File: config.mk
export PLATFORM = sky130hd
export DESIGN_NAME = mon_step_ctrl
export DESIGN_NICKNAME = d
export VERILOG_FILES = /design/src/rtl/mon_step_ctrl.sv
export SDC_FILE = /design/constraint.sdc
export NUM_CORES = 1
export LEC_CHECK = 0
export ABC_AREA = 1
export CAP_MARGIN = 20
export CORE_MARGIN = 4
export CORE_UTILIZATION = 46
export DETAILED_ROUTE_END_ITERATION = 12
export GPL_TIMING_DRIVEN = 0
export HOLD_SLACK_MARGIN = 0.08
export PLACE_DENSITY_LB_ADDON = 0.1
export SLEW_MARGIN = 10
export SYNTH_ARGS = -nofsm -noshare
export SYNTH_HDL_FRONTEND = slang
export SYNTH_SLANG_ARGS = --single-unit
File: constraint.sdc
create_clock -name clk -period 4.9 [get_ports clk]
set_input_delay 0.735 -clock clk [delete_from_list [all_inputs] [get_ports clk]]
set_output_delay 0.735 -clock clk [all_outputs]
set_load 0.005 [all_outputs]
File: src/rtl/mon_step_ctrl.sv
// Execution/monitor controller: PC-enable generation in step, run, burst and
// run-to-breakpoint modes, plus a freezable registered snapshot of a monitor channel.
module mon_step_ctrl #(
    parameter int DATA_W  = 16,
    parameter int N_CH    = 4,
    parameter int SEL_W   = 2,
    parameter int BURST_W = 8,
    parameter int CNT_W   = 16
) (
    input  logic                   clk,
    input  logic                   reset,
    input  logic                   step_tick,
    input  logic [1:0]             mode,
    input  logic [BURST_W-1:0]     burst_len,
    input  logic                   bp_en,
    input  logic [DATA_W-1:0]      bp_addr,
    input  logic [DATA_W-1:0]      pc,
    input  logic [N_CH*DATA_W-1:0] ch_data,
    input  logic [SEL_W-1:0]       ch_sel,
    input  logic                   freeze,
    output logic                   pc_enable,
    output logic                   halted,
    output logic                   busy,
    output logic [CNT_W-1:0]       step_count,
    output logic [DATA_W-1:0]      disp_word
);

    localparam logic [1:0] MODE_STEP  = 2'b00;
    localparam logic [1:0] MODE_RUN   = 2'b01;
    localparam logic [1:0] MODE_BURST = 2'b10;
    localparam logic [1:0] MODE_BP    = 2'b11;
    localparam int         N_SEL      = 2 ** SEL_W;

    typedef enum logic [2:0] {
        IDLE   = 3'd0,
        RUN    = 3'd1,
        BURST  = 3'd2,
        RUN_BP = 3'd3,
        HALT   = 3'd4
    } state_t;

    state_t               state_reg;
    logic [BURST_W-1:0]   burst_cnt_reg;
    logic                 first_reg;
    logic                 halted_reg;
    logic                 busy_reg;
    logic [CNT_W-1:0]     step_count_reg;
    logic [DATA_W-1:0]    disp_reg;
    logic                 hit;
    logic                 pc_en_next;
    logic [DATA_W-1:0]    ch_pad [N_SEL];

    // The first RUN_BP cycle is exempt so a run can resume from the breakpoint PC.
    assign hit = (state_reg == RUN_BP) && bp_en && (pc == bp_addr) && !first_reg;

    always_comb begin
        pc_en_next = 1'b0;
        case (state_reg)
            IDLE:    pc_en_next = step_tick && (mode == MODE_STEP);
            RUN:     pc_en_next = 1'b1;
            BURST:   pc_en_next = 1'b1;
            RUN_BP:  pc_en_next = !hit;
            HALT:    pc_en_next = 1'b0;
            default: pc_en_next = 1'b0;
        endcase
    end

    assign pc_enable = pc_en_next && !reset;
    assign busy      = busy_reg && !reset;
    assign halted    = halted_reg;

    always_ff @(posedge clk or posedge reset) begin
        if (reset) begin
            state_reg     <= IDLE;
            burst_cnt_reg <= '0;
            first_reg     <= 1'b0;
            halted_reg    <= 1'b0;
            busy_reg      <= 1'b0;
        end else begin
            case (state_reg)
                IDLE: begin
                    if (mode == MODE_RUN) begin
                        state_reg <= RUN;
                        busy_reg  <= 1'b1;
                    end else if (mode == MODE_BURST && step_tick && burst_len != '0) begin
                        state_reg     <= BURST;
                        burst_cnt_reg <= burst_len;
                        busy_reg      <= 1'b1;
                    end else if (mode == MODE_BP && step_tick) begin
                        state_reg <= RUN_BP;
                        first_reg <= 1'b1;
                        busy_reg  <= 1'b1;
                    end
                end
                RUN: begin
                    if (mode != MODE_RUN) begin
                        state_reg <= IDLE;
                        busy_reg  <= 1'b0;
                    end
                end
                BURST: begin
                    burst_cnt_reg <= burst_cnt_reg - 1'b1;
                    if (burst_cnt_reg <= BURST_W'(1)) begin
                        state_reg <= IDLE;
                        busy_reg  <= 1'b0;
                    end
                end
                RUN_BP: begin
                    first_reg <= 1'b0;
                    if (hit) begin
                        state_reg  <= HALT;
                        halted_reg <= 1'b1;
                        busy_reg   <= 1'b0;
                    end else if (mode != MODE_BP) begin
                        state_reg <= IDLE;
                        busy_reg  <= 1'b0;
                    end
                end
                HALT: begin
                    // A tick here only releases the halt; it never reaches pc_enable.
                    if (step_tick || mode != MODE_BP) begin
                        state_reg  <= IDLE;
                        halted_reg <= 1'b0;
                    end
                end
                default: begin
                    state_reg  <= IDLE;
                    halted_reg <= 1'b0;
                    busy_reg   <= 1'b0;
                end
            endcase
        end
    end

    always_ff @(posedge clk or posedge reset) begin
        if (reset) begin
            step_count_reg <= '0;
        end else if (pc_enable) begin
            step_count_reg <= step_count_reg + 1'b1;
        end
    end

    assign step_count = step_count_reg;

    // Unused select codes alias the last channel, so the mux index is always in range.
    generate
        for (genvar gi = 0; gi < N_SEL; gi++) begin : g_ch_pad
            if (gi < N_CH) begin : g_real
                assign ch_pad[gi] = ch_data[gi*DATA_W +: DATA_W];
            end else begin : g_alias
                assign ch_pad[gi] = ch_data[(N_CH-1)*DATA_W +: DATA_W];
            end
        end
    endgenerate

    always_ff @(posedge clk or posedge reset) begin
        if (reset) begin
            disp_reg <= '0;
        end else if (!freeze) begin
            disp_reg <= ch_pad[ch_sel];
        end
    end

    assign disp_word = disp_reg;

endmodule

### Yosys cells after proc, flatten, opt, wreduce, memory -nomap -nowiden

Index checks and enable logic that the tools add are counted.

| word-level totals | value |
|---|---|
| bits in registers | 46 |
| latch bits | 0 |
| memory bits (writable) | 0 |
| ROM bits | 0 |
| bits of input ports | 113 |
| output and inout bits | 35 |
| logic and storage cells | 89 |
| memories kept | 0 |

| operators by class | value |
|---|---|
| $add $sub $neg | 2 |
| multipliers | 0 |
| div/mod/pow operators | 0 |
| $lt $le $gt $ge | 2 |
| eq/ne operators | 20 |
| shifts and indexed selects | 0 |
| muxes and demuxes | 30 |
| bitwise logic cells | 3 |
| reductions and logical operators | 25 |

Operators by type and width:

| cell | number |
|---|---|
| 16-bit binary-select mux with 2-bit select | 1 |
| 16-bit two-way mux | 2 |
| 3-bit two-way mux | 8 |
| 2-bit inequality test, second input constant | 9 |
| 16-bit by 1-bit adder with 16-bit output, second input constant | 1 |
| 16-bit == test | 1 |
| 8-bit two-way mux | 2 |
| 8-bit one-hot mux with 2 select lines | 1 |
| 3-bit one-hot mux with 5 select lines | 1 |
| 1-bit two-way mux | 11 |
| 5-bit AND reduction | 2 |
| 1-bit logical AND | 9 |
| 8-bit by 1-bit less-or-equal comparator with 1-bit output, second input constant | 1 |
| 8-bit nonzero test | 1 |
| 8-bit by 1-bit subtractor with 8-bit output, second input constant | 1 |
| 3-bit by 2-bit == test with 1-bit output, second input constant | 2 |
| 1-bit one-hot mux with 3 select lines | 2 |
| 3-bit AND reduction | 2 |
| 1-bit one-hot mux with 5 select lines | 1 |
| 2-bit == test, second input constant | 2 |
| 4-bit inequality test, second input constant | 1 |
| 4-bit AND reduction | 1 |
| 2-bit nonzero test | 2 |
| 3-bit by 1-bit == test with 1-bit output, second input constant | 1 |
| 14 further kinds | 17 |

### Depth between registers and ports, before layout

Gate-level depths: netlist (run 1).

| logic depth | value |
|---|---|
| word-level depth | 7 |
| depth in mapped cells | 13 |
| mapped depth without buffers | 12 |

### Least setup slack after synthesis (run 1)

Ideal clock, no wire load.

| timing path | value |
|---|---|
| kind | in2reg |
| start point | input reset |
| end point | register step_count_reg[14] (netlist: step_count[14]) |
| library setup time | 0.074 ns |
| arrival time | 2.659 ns |
| required time | 4.826 ns |
| setup slack | 2.167 ns |
| stages | 4 |
| buffers on the path | 1 |
| cells stage by stage | inv_1 clkbuf_1 nand3_1 nand2_1 |

| between the ends | value |
|---|---|
| word-level cells in the longest chain between the ends | 2 |

RTL lines:

| item | RTL line | RTL |
|---|---|---|
| from (decl) | 11 | `input logic reset,` |
| 1-bit logical NOT (no source line) | n/a |  |
| 1-bit logical AND | 68 | `assign pc_enable = pc_en_next && !reset;` |
| to (signal assigned) | 139 | `step_count_reg <= step_count_reg + 1'b1;` |
| to (decl) | 47 | `logic [CNT_W-1:0] step_count_reg;` |

Every way passes these cells.
A chain may end at the register's enable or synchronous reset.

### Worst setup path in the final report (run 1)

| timing path | value |
|---|---|
| start point | input pc[9] |
| end point | output pc_enable |

| between the ends | value |
|---|---|
| word-level cells in the longest chain between the ends | 6 |

RTL lines:

| item | RTL line | RTL |
|---|---|---|
| from (decl) | 17 | `input logic [DATA_W-1:0] pc,` |
| 16-bit == test | 54 | `assign hit = (state_reg == RUN_BP) && bp_en && (pc == bp_addr) && !first_reg;` |
| 1-bit logical AND (2 in series) | 54 |  |
| 1-bit logical NOT | 62 | `RUN_BP: pc_en_next = !hit;` |
| 1-bit one-hot mux with 3 select lines | 58 | `case (state_reg)` |
| 1-bit logical AND | 68 |  |
| to (decl) | 21 | `output logic pc_enable,` |

Every way passes these cells.

==> results_dict.tcl, run 1 <==
set metrics [dict create \
    status "finished clean" \
    yosys.area.top_type_share 0.3468 \
    antenna_found_initial 0 \
    slowest_delay_ps 480 \
    clock_path_buffers 2 \
    final_common_cell "clkdlybuf4s50_1" \
    die_h_um 92.95 \
    path_buf_inv 5 \
    wl_per_cell_um 12.45 \
    grt_overflow 0 \
    core_area_mm2 0.006907 \
    cts-resized-gates 0 \
    area_delta_synth_final_pct 51.00 \
    cts_made_buffers 5 \
    final_cell_mix "clkdlybuf4s50_1, nand2_1, nor2_1" \
    crit_chain "clkdlybuf4s50_1, inv_1, or2_2, nand3_1, nor2_1, nand3_1, nand2_1, nand2_2, nand2_2, buf_6, inv_2, clkdlybuf4s50_1" \
    tightest_slew_ps 706.6 \
    rsz0062_at_grt "no" \
    start_kind "primary input" \
    max_slew_margin 0.5289 \
    maxCapViolations 0 \
    dieWidth_um 92.95 \
    synthAdderAreaFrac 0.01131 \
    clockRootBuffer "clkbuf_8" \
    post_cts_buffers 0 \
    port_buffers 145 \
    crit_family "buffers and inverters" \
    setup_violations 0 \
    period_share 0.7007 \
    io-pin-count 148 \
    grt_start_max_net_pins 56 \
    synth_top_family_by_area "simple AND/OR/NAND/NOR gates" \
    postSynthAreaPerCell_um2 6.287 \
    syn-cell-area_mm2 0.003319 \
    fin_crit_ps 3433 \
    grt_first_pass_wirelength_mm 15.95 \
    crit_arrival_ps 2700 \
    synth_area_leaders "dfrtp_1, nand2_1, nor2_1, inv_1, o21ai_0" \
    start_util 0.4806 \
    synth_compound_area_frac 0.1206 \
    postCtsHoldBufs 0 \
    htree_levels 2 \
    finalNonFillerCells 777 \
    p_leak_nw 2.347 \
    routed_via_density 4.972 \
    path_class "primary input to output pin" \
    std_cell_rows 30 \
    cts_tree "yes" \
    vias 3863 \
    critPathRequiredTime_ps 4160 \
    crit_path_top_delay_cell "clkdlybuf4s50_1" \
    grt_usage 0.2245 \
    place_inst 769 \
    ys_ff_latch 46 \
    yosysTopAreaCell "dfrtp_1" \
    drc 0 \
    dp_hpwl_mm 7.889 \
    dr.pass1.iters 4 \
    slew_viol_final 0 \
    wirelength_mm 9.673 \
    yosys.area_share.simple 0.3886 \
    cts.sinks 46 \
    synthCells 528 \
    peakVddDrop_mv 0.1627 \
    skew_ps 10.93 \
    power_density_mw_per_mm2 309.5 \
    max_freq_mhz 291.3 \
    cp_max_fo 10 \
    yosysUniqueCellTypes 31 \
    synth-xor-area-share 0.02902 \
    hold_viol 0 \
    clk_latency_ps 310 \
    layout.nets 796 \
    setup_tns_ps 0 \
    grt_pass1_vias 3687 \
    antenna_cells 0 \
    postRouteAntennaNets 0 \
    endpoint_kind "output pin" \
    gp_congestion 0.8430 \
    drive_above_1_share 0.03671 \
    die_area_mm2 0.008639 \
    ys_seq_area_frac 0.3468 \
    synth-warning-count 0 \
    cts.reportedPaths.clkPinSlew_ps 90 \
    dr.first_iter.drc_count 161 \
    synthMuxAreaShare 0 \
    syn_nets 644 \
    hold_class "register to register" \
]
final timing paths:
path | startpoint | to | slack (ps) | cells past startpoint
min in group asynchronous | reset | step_count[0] | 1160 | 3
setup reg to reg | burst_cnt_reg[0] | busy_reg | 3040 | 9
hold reg to reg | halted | halted | 490 | 2
max in group asynchronous | reset | burst_cnt_reg[6] | 3260 | 3
setup / recovery | pc[9] | pc_enable | 1470 | 12
hold / removal | halted | halted | 490 | 2
metrics by stage:
step	power [mW]	utilization	hold slack (ps)	setup slack [ps]	instance area, µm²
6_report	1.551	0.7257	488.1	1467	5012
5_1_grt	1.671	0.7257	522.4	1346	5012
4_1_cts	1.558	0.7257	496.2	1438	5012
3_5_place_dp	1.255	0.7087	474.2	1447	4895
3_3_place_gp	1.227	0.7082	457.5	839.8	4891
2_1_floorplan	0.9641	-	441.2	2158	3319
report_power, final:
group,internal [mW],switching [mW]
logic,0.335,0.371
clock network,0.156,0.145
registers,0.464,0.0805
metal layers:
| layer | global-route usage | part of all wire | wire length (µm) | vias to the layer above |
|---|---|---|---|---|
| li1 | - | - | - | 1987 |
| met1 | 0.2555 | 0.40 | 3837 | 1712 |
| met2 | 0.4079 | 0.50 | 4793 | 147 |
| met3 | 0.06336 | 0.090 | 866 | 17 |
| met4 | 0.06227 | 0.018 | 176 | 0 |
| met5 | 0 | 0 | 0 | - |
tightest hold or removal path: stages, from the launching register on:
cell and delay, ps:
dfrtp_1 360, nand2_1 60, nand2_1 50
kinds of logic (layout without fill, tap and decap cells):
| logic type | Yosys count | in the layout |
|---|---|---|
| XOR/XNOR | 11 | 11 |
| flip-flops | 46 | 46 |
| AO/OA/AOI/OAI | 74 | 74 |
| adder cells (fa/ha/maj) | 3 | 3 |
| buffers and inverters | 85 | 238 |
| AND/OR/NAND/NOR | 309 | 309 |
layout make-up:
cell class	instances	area [µm²]
Tap cell	96	120.1
Clock buffer	5	68.82
Timing Repair Buffer	145	1451
Sequential cell	46	1151
Buffer	19	100.1
Multi-Input combinational cell	397	1824
Inverter	66	247.7
Fill cell	568	1894
Clock inverter	3	48.80
cell usage after synthesis:
cell      number
a21oi_1        3
a31oi_1       17
and2_1         1
buf_2          2
buf_6          3
clkbuf_1      14
dfrtp_1       46
ha_1           3
inv_1         63
inv_2          3
nand2_1      127
nand2_2        2
nand3_1       34
nand3_2        1
nand3b_1       1
nand4_1       14
nor2_1       116
nor2_2         2
nor3_1         6
nor3_2         1
nor3b_2        1
nor4_1         1
o211ai_1       1
o21ai_0       45
o21ai_1        5
o22ai_1        1
o31ai_1        2
or2_1          1
or2_2          1
xnor2_1        6
xor2_1         5
(Power assumes the default switching activity.)
==> run 2: changes to the inputs <==
Settings changed: CORE_UTILIZATION 46 to 39.
Clock period 4.9 ns to 3.1 ns, I/O delays scaled along.
==> run 2 against run 1 <==
Register-to-register slack lost 1800 ps; critical path depth is the same; final area grew 0.22%; count of clock-buffer cells in the layout is the same; sequential cell count is the same; setup slack lost 1300 ps; largest cell class unchanged; worst hold slack lost 5.2 ps; via count shrank 1.9%; clock power grew 59%; power grew 58%.
==> results_dict.tcl, run 2 (synthesis results as in run 1) <==
set metrics [dict create \
    crit_chain "clkdlybuf4s50_1, inv_1, or2_2, nand3_1, nor2_1, nand3_1, nand2_1, nand2_2, nand2_2, buf_6, inv_2, clkdlybuf4s50_1" \
    setup_violations 0 \
    grt_overflow 0 \
    clockRootBuffer "clkbuf_8" \
    cts_tree "yes" \
    period_share 0.9385 \
    crit_path_top_delay_cell "clkdlybuf4s50_1" \
    critPathRequiredTime_ps 2630 \
    routed_via_density 4.819 \
    layout.nets 796 \
    drc 0 \
    path_class "primary input to output pin" \
    whs_ps 482.9 \
    fin_ws_ps 190.6 \
    peakVddDrop_mv 0.2359 \
    grt_usage 0.1972 \
    final_util 0.6083 \
    p_leak_nw 2.347 \
    postRouteAntennaNets 0 \
    hold_class "register to register" \
    grt_first_pass_wirelength_mm 16.42 \
    crit_family "buffers and inverters" \
    max_freq_mhz 343.7 \
    start_util 0.4020 \
    dpl_worst_slack_ps 186.7 \
    path_buf_inv 5 \
    placed_area_mm2 0.004906 \
    start_kind "primary input" \
    grt_pass1_vias 3765 \
    wirelength_mm 9.769 \
    die_h_um 100.3 \
    postCtsHoldBufs 0 \
    power_density_mw_per_mm2 487.0 \
    core_area_mm2 0.008258 \
    die_area_mm2 0.01005 \
    area_delta_synth_final_pct 51.34 \
    port_buffers 145 \
    cts.sinks 46 \
    skew_ps 13.10 \
    fin_crit_ps 2909 \
    wl_per_cell_um 12.43 \
    cts_made_buffers 5 \
    max_slew_margin 0.5244 \
    cts-resized-gates 0 \
    p_total_mw 2.447 \
    drive_above_1_share 0.03671 \
    dr.first_iter.drc_count 105 \
    dr.pass1.iters 4 \
    dp_hpwl_mm 7.938 \
    final.fill_count 797 \
    slowest_delay_ps 490 \
    slew_viol_final 0 \
    io-pin-count 148 \
    antenna_found_initial 0 \
    grt_start_max_net_pins 56 \
    vias 3788 \
    antenna_cells 0 \
    hold_viol 0 \
    tightest_slew_ps 713.3 \
    htree_levels 2 \
    endpoint_kind "output pin" \
    status "finished clean" \
    cts.reportedPaths.clkPinSlew_ps 110 \
    clock_path_buffers 2 \
    std_cell_rows 33 \
    crit_arrival_ps 2440 \
    maxCapViolations 0 \
    post_cts_buffers 0 \
    final_cell_mix "clkdlybuf4s50_1, nand2_1, nor2_1" \
    cp_max_fo 10 \
    final_common_cell "clkdlybuf4s50_1" \
    stdcell_area_mm2 0.005024 \
    gp_congestion 0.9153 \
    rsz0062_at_grt "no" \
    clk_latency_ps 310 \
    dieWidth_um 100.3 \
]
## run 2: cell counts in the layout (fill, tap and decap cells not counted)
No cell type changed its count.
## run 2: through the flow
stage / setup TNS (ps) / cells
2_1_floorplan: 0 / 528
3_3_place_gp: -42780 / 778
3_5_place_dp: 0 / 778
4_1_cts: 0 / 786
5_1_grt: 0 / 786
6_report: 0 / 786
## run 2: area by class of cell
cell class,count,area (µm²),share of cell area
Buffer,19,100.1,0.01993
Tap cell,105,131.4,0.02615
Clock inverter,3,48.80,0.009714
Multi-Input combinational cell,397,1824,0.3631
Inverter,66,247.7,0.04932
Sequential cell,46,1151,0.2291
Timing Repair Buffer,145,1451,0.2889
Clock buffer,5,68.82,0.01370
## run 2: path summary, 6_finish.rpt
check	from	to	slack, ps	cells past startpoint
worst min register to register	busy_reg	busy_reg	480	2
max in group asynchronous	reset	burst_cnt_reg[6]	1710	3
worst min-delay path	busy_reg	busy_reg	480	2
worst max register to register	burst_cnt_reg[0]	state_reg[0]	1250	9
min in group asynchronous	reset	step_count[6]	920	3
worst max-delay path	pc[9]	pc_enable	190	12
## run 2: per-layer routing
layer,track usage,part of all wire,routed length [µm],vias up
met5,0,0,0,-
met4,0.04560,0.011,111,0
met3,0.06393,0.096,936,10
met2,0.3466,0.47,4615,131
met1,0.2334,0.42,4107,1657
li1,-,-,-,1990
## run 2: worst register-to-register path: stages, from the launching register on
cell     delay, ps
dfrtp_1        430
inv_1          130
ha_1           250
nor2_1          70
o31ai_1        370
nand2_1         90
nor2_1         200
nand2_1         90
nand2_1         60
nand2_1         50
## run 2: power breakdown
group,total (mW),switching (mW),internal (mW)
Sequential,0.856,0.123,0.733
Combinational,1.11,0.583,0.530
Clock,0.477,0.230,0.246
Total,2.45,0.937,1.51
